**config.mk**
```make
export PLATFORM = sky130hd
export DESIGN_NAME = du_cmd_dispatch
export DESIGN_NICKNAME = d
export VERILOG_FILES = /design/src/rtl/du_cmd_dispatch.sv
export SDC_FILE = /design/constraint.sdc
export NUM_CORES = 1
export LEC_CHECK = 0
export BUFFER_PORTS_ARGS = -buffer_cell sky130_fd_sc_hd__buf_2
export CAP_MARGIN = 30
export CORE_ASPECT_RATIO = 0.7
export CORE_UTILIZATION = 43
export DETAILED_ROUTE_END_ITERATION = 6
export PLACE_DENSITY = 0.85
export REMOVE_ABC_BUFFERS = 1
export SYNTH_ARGS = -nofsm -noshare
export SYNTH_HDL_FRONTEND = slang
export SYNTH_SLANG_ARGS = --single-unit
```
**constraint.sdc**
```tcl
create_clock -name clk -period 2.7 [get_ports clk]
set_input_delay 0.135 -clock clk [delete_from_list [all_inputs] [get_ports clk]]
set_output_delay 0.135 -clock clk [all_outputs]
set_load 0.01 [all_outputs]
```
**src/rtl/du_cmd_dispatch.sv**
```systemverilog
// Debug-unit command front end: pops a command byte, starts the matching
// sub-unit, lends it the UART path until done, then answers ACK or NAK.
//
// Ports:
//   clk, i_rst            clock, synchronous active-high reset
//   i_rx_done/i_rx_data   Rx FIFO not-empty level and head byte
//   i_tx_done             Tx byte-complete pulse
//   o_rd/o_wr/o_tx_start  UART FIFO read, write and Tx start strobes
//   o_wdata               UART Tx FIFO write data
//   o_start               one-hot sub-unit start pulse
//   i_unit_*              per-unit done and UART path requests
//   o_busy/o_sel/o_err    status: not idle, selected unit, unknown command
module du_cmd_dispatch #(
  parameter int unsigned NB_UART_DATA = 8,
  parameter int unsigned NB_UNITS     = 4,
  parameter logic [7:0]  CMD_0        = 8'h4C,
  parameter logic [7:0]  CMD_1        = 8'h44,
  parameter logic [7:0]  CMD_2        = 8'h52,
  parameter logic [7:0]  CMD_3        = 8'h53,
  parameter logic [7:0]  ACK_BYTE     = 8'h06,
  parameter logic [7:0]  NAK_BYTE     = 8'h15
) (
  input  logic                             clk,
  input  logic                             i_rst,
  input  logic                             i_rx_done,
  input  logic [NB_UART_DATA-1:0]          i_rx_data,
  input  logic                             i_tx_done,
  output logic                             o_rd,
  output logic                             o_wr,
  output logic                             o_tx_start,
  output logic [NB_UART_DATA-1:0]          o_wdata,
  output logic [NB_UNITS-1:0]              o_start,
  input  logic [NB_UNITS-1:0]              i_unit_done,
  input  logic [NB_UNITS-1:0]              i_unit_rd,
  input  logic [NB_UNITS-1:0]              i_unit_wr,
  input  logic [NB_UNITS-1:0]              i_unit_tx_start,
  input  logic [NB_UNITS*NB_UART_DATA-1:0] i_unit_wdata,
  output logic                             o_busy,
  output logic [1:0]                       o_sel,
  output logic                             o_err
);

  typedef enum logic [2:0] {
    IDLE,
    DECODE,
    START,
    RUN,
    ACK,
    ACK_WAIT
  } state_t;

  state_t                  state;
  state_t                  state_next;
  logic [NB_UART_DATA-1:0] cmd_reg;
  logic [1:0]              sel_reg;
  logic [1:0]              sel_next;
  logic                    cmd_ld;
  logic                    sel_ld;
  logic [NB_UART_DATA-1:0] unit_wdata [NB_UNITS];

  for (genvar k = 0; k < NB_UNITS; k++) begin : g_wd
    assign unit_wdata[k] =
      i_unit_wdata[k*NB_UART_DATA +: NB_UART_DATA];
  end

  always_ff @(posedge clk) begin
    if (i_rst) begin
      state   <= IDLE;
      cmd_reg <= '0;
      sel_reg <= '0;
    end else begin
      state <= state_next;
      if (cmd_ld) cmd_reg <= i_rx_data;
      if (sel_ld) sel_reg <= sel_next;
    end
  end

  always_comb begin
    state_next = state;
    cmd_ld     = 1'b0;
    sel_ld     = 1'b0;
    sel_next   = sel_reg;
    o_rd       = 1'b0;
    o_wr       = 1'b0;
    o_tx_start = 1'b0;
    o_wdata    = '0;
    o_start    = '0;
    o_err      = 1'b0;
    case (state)
      IDLE: begin
        if (i_rx_done) begin
          o_rd       = 1'b1;
          cmd_ld     = 1'b1;
          state_next = DECODE;
        end
      end
      DECODE: begin
        // Priority chain: lowest index wins on duplicate codes.
        sel_ld = 1'b1;
        if (cmd_reg == CMD_0)      sel_next = 2'd0;
        else if (cmd_reg == CMD_1) sel_next = 2'd1;
        else if (cmd_reg == CMD_2) sel_next = 2'd2;
        else if (cmd_reg == CMD_3) sel_next = 2'd3;
        else                       sel_ld   = 1'b0;
        if (sel_ld) begin
          state_next = START;
        end else begin
          o_wdata    = NAK_BYTE;
          o_wr       = 1'b1;
          o_tx_start = 1'b1;
          o_err      = 1'b1;
          state_next = ACK_WAIT;
        end
      end
      START: begin
        o_start[sel_reg] = 1'b1;
        state_next       = RUN;
      end
      RUN: begin
        o_rd       = i_unit_rd[sel_reg];
        o_wr       = i_unit_wr[sel_reg];
        o_tx_start = i_unit_tx_start[sel_reg];
        o_wdata    = unit_wdata[sel_reg];
        if (i_unit_done[sel_reg]) state_next = ACK;
      end
      ACK: begin
        o_wdata    = ACK_BYTE;
        o_wr       = 1'b1;
        o_tx_start = 1'b1;
        state_next = ACK_WAIT;
      end
      ACK_WAIT: begin
        if (i_tx_done) state_next = IDLE;
      end
      default: state_next = IDLE;
    endcase
    o_busy = (state != IDLE);
    o_sel  = sel_reg;
    // Reset silences the whole UART path, including the Rx pop.
    o_rd = o_rd && !i_rst;
    if (i_rst) begin
      o_wr       = 1'b0;
      o_tx_start = 1'b0;
      o_wdata    = '0;
      o_start    = '0;
      o_err      = 1'b0;
      o_busy     = 1'b0;
      o_sel      = '0;
    end
  end

endmodule

```
After elaboration in Yosys (flattened, before gate mapping)
Index checks and enable logic that the tools add are counted.
- register bits after elaboration: 13
- output and inout port bits: 19
- reductions and logical operators: 8
- equality and inequality tests: 12
- magnitude comparators: 3
- multiplexer cells: 45
- bitwise gates (word level): 1
- operators by type and width (kind ; number):
    8-bit by 7-bit == test with 1-bit output, second input constant ; 4
    8-bit 2-to-1 mux ; 3
    8-bit case mux with 3 select lines ; 1
    1-bit 2-to-1 mux ; 19
    3-bit case mux with 6 select lines ; 1
    8-bit binary-select mux with 2-bit select ; 1
    3-bit 2-to-1 mux ; 4
    2-bit 2-to-1 mux ; 5
    1-bit binary-select mux with 2-bit select ; 4
    4-bit 2-to-1 mux ; 2
    3-bit by 2-bit == test with 1-bit output, second input constant ; 2
    3-bit == test, second input constant ; 2
    2-bit != test, second input constant ; 3
    1-bit case mux with 3 select lines ; 2
    3-bit AND reduction ; 2
    5-bit 2-to-1 mux ; 1
    4-bit nonzero test ; 1
    3-bit by 1-bit == test with 1-bit output, second input constant ; 1
    3-bit >= comparator, second input constant ; 1
    3-bit zero test ; 1
    2-bit by 3-bit less-than comparator with 1-bit output, second input constant ; 1
    2-bit NOT with 3-bit output ; 1
    3-bit nonzero test ; 1
    1-bit demux with 2-bit select ; 1
    4 further kinds ; 5

Depth between registers and ports, before layout
- depth after elaboration: 9
- gate-level depth with buffers: 6

Worst setup path before layout
Ideal clock, no wire load.
- kind: reg2out
- start: reg sel_reg[0]
- end: out o_rd
- stages on the path, launching flop included: 6
- arrival: 1.495 ns
- buffers on the path: 2
- slack: 1.070 ns
- data required time: 2.565 ns
- path through: dfxtp_1 > buf_2 > buf_2 > mux4_2 > a21oi_1 > nor2_1
- longest elaborated chain between the ends: 4
- ends and longest elaborated chain (element ; line ; text):
    start: declaration ; 55 ; logic [1:0] sel_reg;
    start signal: assignment ; 74 ; if (sel_ld) sel_reg <= sel_next;
    1-bit binary-select mux with 2-bit select ; 120 ; o_rd = i_unit_rd[sel_reg];
    1-bit 2-to-1 mux (implied by the code) ; 120 ;
    1-bit case mux with 2 select lines ; 89 ; case (state)
    1-bit logical AND ; 140 ; o_rd = o_rd && !i_rst;
    end: declaration ; 28 ; output logic o_rd,
No other way between the ends. The select of a mux whose other input is x is not followed.

Final worst setup path
Ends and elaborated chain as after synthesis.

==> metrics.txt <==
# TYPE chip_impl_metric gauge
chip_impl_info{name="run_status",value="completed"} 1
chip_impl_metric{name="antenna_cells",unit=""} 0
chip_impl_metric{name="detail_route.wl_per_cell",unit="um"} 13.0
chip_impl_info{name="cts_tree",value="yes"} 1
chip_impl_metric{name="worstPathRequired",unit="ns"} 2.57
chip_impl_metric{name="die_area",unit="mm2"} 0.00272
chip_impl_metric{name="syn-instance-count",unit=""} 130
chip_impl_metric{name="largest_register_ffs",unit=""} 8
chip_impl_metric{name="post_route_cells_drive_above_1_share",unit="%"} 47.8
chip_impl_info{name="startpoint",value="sel_reg[0]"} 1
chip_impl_metric{name="drt_pass1_iterations",unit=""} 4
chip_impl_metric{name="synthesis.area_per_instance",unit="um2"} 8.32
chip_impl_metric{name="cts-root-to-sink-buffers",unit=""} 2
chip_impl_metric{name="p_leak",unit="nW"} 0.653
chip_impl_metric{name="synth.lib_cells_used.distinct",unit=""} 27
chip_impl_metric{name="reg2reg_depth",unit=""} 4
chip_impl_metric{name="post_cts_resize_count",unit=""} 0
chip_impl_metric{name="final_period_minus_worst_setup_slack",unit="ns"} 2.28
chip_impl_metric{name="cts.sinks",unit=""} 13
chip_impl_metric{name="final_report_setup_violation_count",unit=""} 0
chip_impl_metric{name="drc_errors",unit=""} 0
chip_impl_metric{name="synth-seq-area-share",unit="%"} 24.1
chip_impl_metric{name="ant_nets",unit=""} 0
chip_impl_metric{name="io_buffer_count",unit=""} 78
chip_impl_metric{name="peak_supply_drop",unit="mV"} 0.185
chip_impl_info{name="critical_path.reg2reg.endpoint",value="state[1]"} 1
chip_impl_info{name="critPathTopFamily",value="flip-flops"} 1
chip_impl_metric{name="post-cts-setup-buffer-count",unit=""} 0
chip_impl_metric{name="slew_violations",unit=""} 0
chip_impl_metric{name="dr.first_iter.drc_count",unit=""} 58
chip_impl_metric{name="timing.setup.tns",unit="ns"} 0
chip_impl_metric{name="power_density",unit="mW/mm2"} 356
chip_impl_metric{name="tritoncts.num_buffers",unit=""} 3
chip_impl_info{name="start_kind",value="register"} 1
chip_impl_metric{name="maxCapViolations",unit=""} 0
chip_impl_metric{name="groute.usage.overall",unit="%"} 23.0
chip_impl_metric{name="hold_violation_count_in_the_final_report",unit=""} 0
chip_impl_metric{name="overflow",unit=""} 0
chip_impl_metric{name="start_util",unit="%"} 47.8
chip_impl_metric{name="post-route-period-util",unit="%"} 84.3
chip_impl_metric{name="cts_hold_buffers",unit=""} 0
chip_impl_metric{name="cp_num_buf_inv",unit=""} 1
chip_impl_metric{name="reg2reg_setup_slack",unit="ns"} 0.76
chip_impl_info{name="slowest_stage",value="sky130_fd_sc_hd__dfxtp_1"} 1
chip_impl_metric{name="worst_hold_slack",unit="ns"} 0.0818
chip_impl_info{name="critical_path.endpoint",value="o_rd"} 1
chip_impl_metric{name="max_slew.worst_pin.slew",unit="ns"} 0.887
chip_impl_metric{name="global_route_wire_length_before_repair",unit="um"} 4550
chip_impl_info{name="timing.hold.worst.class",value="primary input to register"} 1
chip_impl_metric{name="floorplan.die.width",unit="um"} 61.9
chip_impl_metric{name="boundaryPins",unit=""} 79
chip_impl_metric{name="area_of_the_mapped_netlist",unit="mm2"} 0.00108
chip_impl_metric{name="layout.cells.non_filler",unit=""} 235
chip_impl_info{name="element_type_at_the_critical_path_end",value="output pin"} 1
chip_impl_metric{name="route.detailed.vias_per_inst",unit=""} 5.46
chip_impl_info{name="worst_hold_startpoint",value="i_rx_data[7]"} 1
chip_impl_metric{name="core",unit="mm2"} 0.00226
chip_impl_info{name="crit_chain",value="mux4_2 -> a21oi_1 -> nor2_1 -> buf_2"} 1
chip_impl_metric{name="worst_skew_pair.late_latency",unit="ns"} 0.28
chip_impl_metric{name="routed_wire_length",unit="um"} 3050
chip_impl_metric{name="num-nets-final",unit=""} 264
chip_impl_metric{name="layout-area-overhead-vs-synth",unit="%"} 38.9
chip_impl_metric{name="max_freq",unit="MHz"} 439
chip_impl_metric{name="cts.clk_slew.worst_paths",unit="ns"} 0.08
chip_impl_metric{name="fin_skew",unit="ns"} 0.00510
chip_impl_metric{name="dp.cells",unit=""} 231
chip_impl_info{name="worstSetupPathType",value="register to output pin"} 1
chip_impl_metric{name="critical_path_depth",unit=""} 4
chip_impl_metric{name="worst-endpoint-arrival",unit="ns"} 2.14
chip_impl_metric{name="utilization",unit="%"} 66.4
chip_impl_metric{name="fp-row-count",unit=""} 14
chip_impl_metric{name="ys.warnings.count",unit=""} 0
chip_impl_metric{name="gp_routability_congestion",unit=""} 0.741
chip_impl_metric{name="grt_antenna_before_repair",unit=""} 0
chip_impl_info{name="r2r_start",value="sel_reg[0]"} 1
chip_impl_metric{name="first_global_vias",unit=""} 1155
chip_impl_metric{name="die_height",unit="um"} 44.0
chip_impl_metric{name="dp.final_hpwl",unit="um"} 2500
chip_impl_metric{name="grt_start_max_net_pins",unit=""} 23
chip_impl_metric{name="path_max_fanout",unit=""} 16
chip_impl_info{name="setup_repair_after_global_routing_missed_its_margin",value="false"} 1
chip_impl_metric{name="crit_path_largest_cell_delay",unit="ns"} 0.91
chip_impl_metric{name="slew_headroom",unit="%"} 40.8
chip_impl_metric{name="clock_tree.htree_level_count",unit=""} 1
chip_impl_info{name="clockRootBuffer",value="sky130_fd_sc_hd__clkbuf_4"} 1
chip_impl_metric{name="route.vias.total",unit=""} 1283
chip_impl_metric{name="ys_ff_latch",unit=""} 13
==> stage by stage <==
| stage | total power [mW] | area (um2) | setup slack (ns) |
|---|---|---|---|
| CTS | 0.536 | 1500 | 0.393 |
| floorplan | 0.330 | 1040 | 0.927 |
| finish | 0.534 | 1500 | 0.424 |
| detailed placement | 0.414 | 1480 | 0.703 |
| global route | 0.569 | 1500 | 0.266 |
| global placement | 0.406 | 1480 | 0.759 |
==> tightest hold or removal path: stages <==
cell and delay [ns]:
sky130_fd_sc_hd__buf_2 0.09, sky130_fd_sc_hd__nand2_1 0.04, sky130_fd_sc_hd__a21oi_1 0.05
==> power breakdown <==
part	switching, mW	total [mW]	internal (mW)
logic	0.0869	0.176	0.0894
clock network	0.0672	0.125	0.0574
registers	0.0261	0.234	0.207
total	0.180	0.534	0.354
==> cell type report <==
| class | instances | area, um2 |
|---|---|---|
| Clock buffer | 4 | 26.3 |
| Fill cell | 198 | 758 |
| Inverter | 3 | 11.3 |
| Multi-Input combinational cell | 105 | 773 |
| Sequential cell | 13 | 260 |
| Tap cell | 32 | 40.0 |
| Timing Repair Buffer | 78 | 390 |
==> kinds of logic (layout without fill, tap and decap cells) <==
family          Yosys count  count (layout)  synth area share [%]
simple gates             65              65                  29.5
compound gates           28              28                  17.0
flops                    13              13                  24.1
buf+inv                  12              85                  4.40
mux                      12              12                  25.0
==> cells in the mapped netlist (all sizes together) <==
cell	count	share of area [%]
a2111oi	2	3.4
a211o	1	0.81
a21oi	15	6.9
a311oi	1	0.81
a31oi	5	2.9
and2	1	0.58
buf	2	0.93
clkbuf	7	2.4
dfxtp	13	24
inv	3	1.0
mux4	12	25
nand2	28	9.7
nand2b	4	2.3
nand3	2	0.93
nand4bb	1	1.0
nor2	12	4.2
nor2b	4	2.3
nor3	4	1.9
nor4	4	2.3
o21ai	3	1.4
o31a	1	0.81
or2	1	0.58
or3	1	0.58
or3b	1	0.81
or4b	1	1.3
or4bb	1	1.0
==> cell usage in the layout, fill, tap and decap left out, drive strengths merged, types with 3 or more instances in the layout <==
cell    instances
buf            78
nand2          28
a21oi          15
dfxtp          13
nor2           12
mux4           12
a31oi           5
nor4            4
nand2b          4
nor2b           4
nor3            4
clkbuf          4
inv             3
o21ai           3
==> metal layers <==
layer  up-vias  routed length [um]  track usage (%)
met5         -                   0                0
met3         0                 215             6.57
met2        61                1630             42.8
li1        624                   -                -
met1       598                1210             27.1
met4         0                   0             2.22
==> how the worst min path moves through the flow <==
| stage | end | cells past startpoint |
|---|---|---|
| after floorplan | cmd_reg[0] | 1 |
| after global placement | cmd_reg[1] | 3 |
| after detailed placement | cmd_reg[7] | 3 |
| after CTS | cmd_reg[7] | 3 |
| after global routing | cmd_reg[4] | 3 |
| final | cmd_reg[7] | 3 |
No activity file was read; power rests on OpenSTA's default activity.
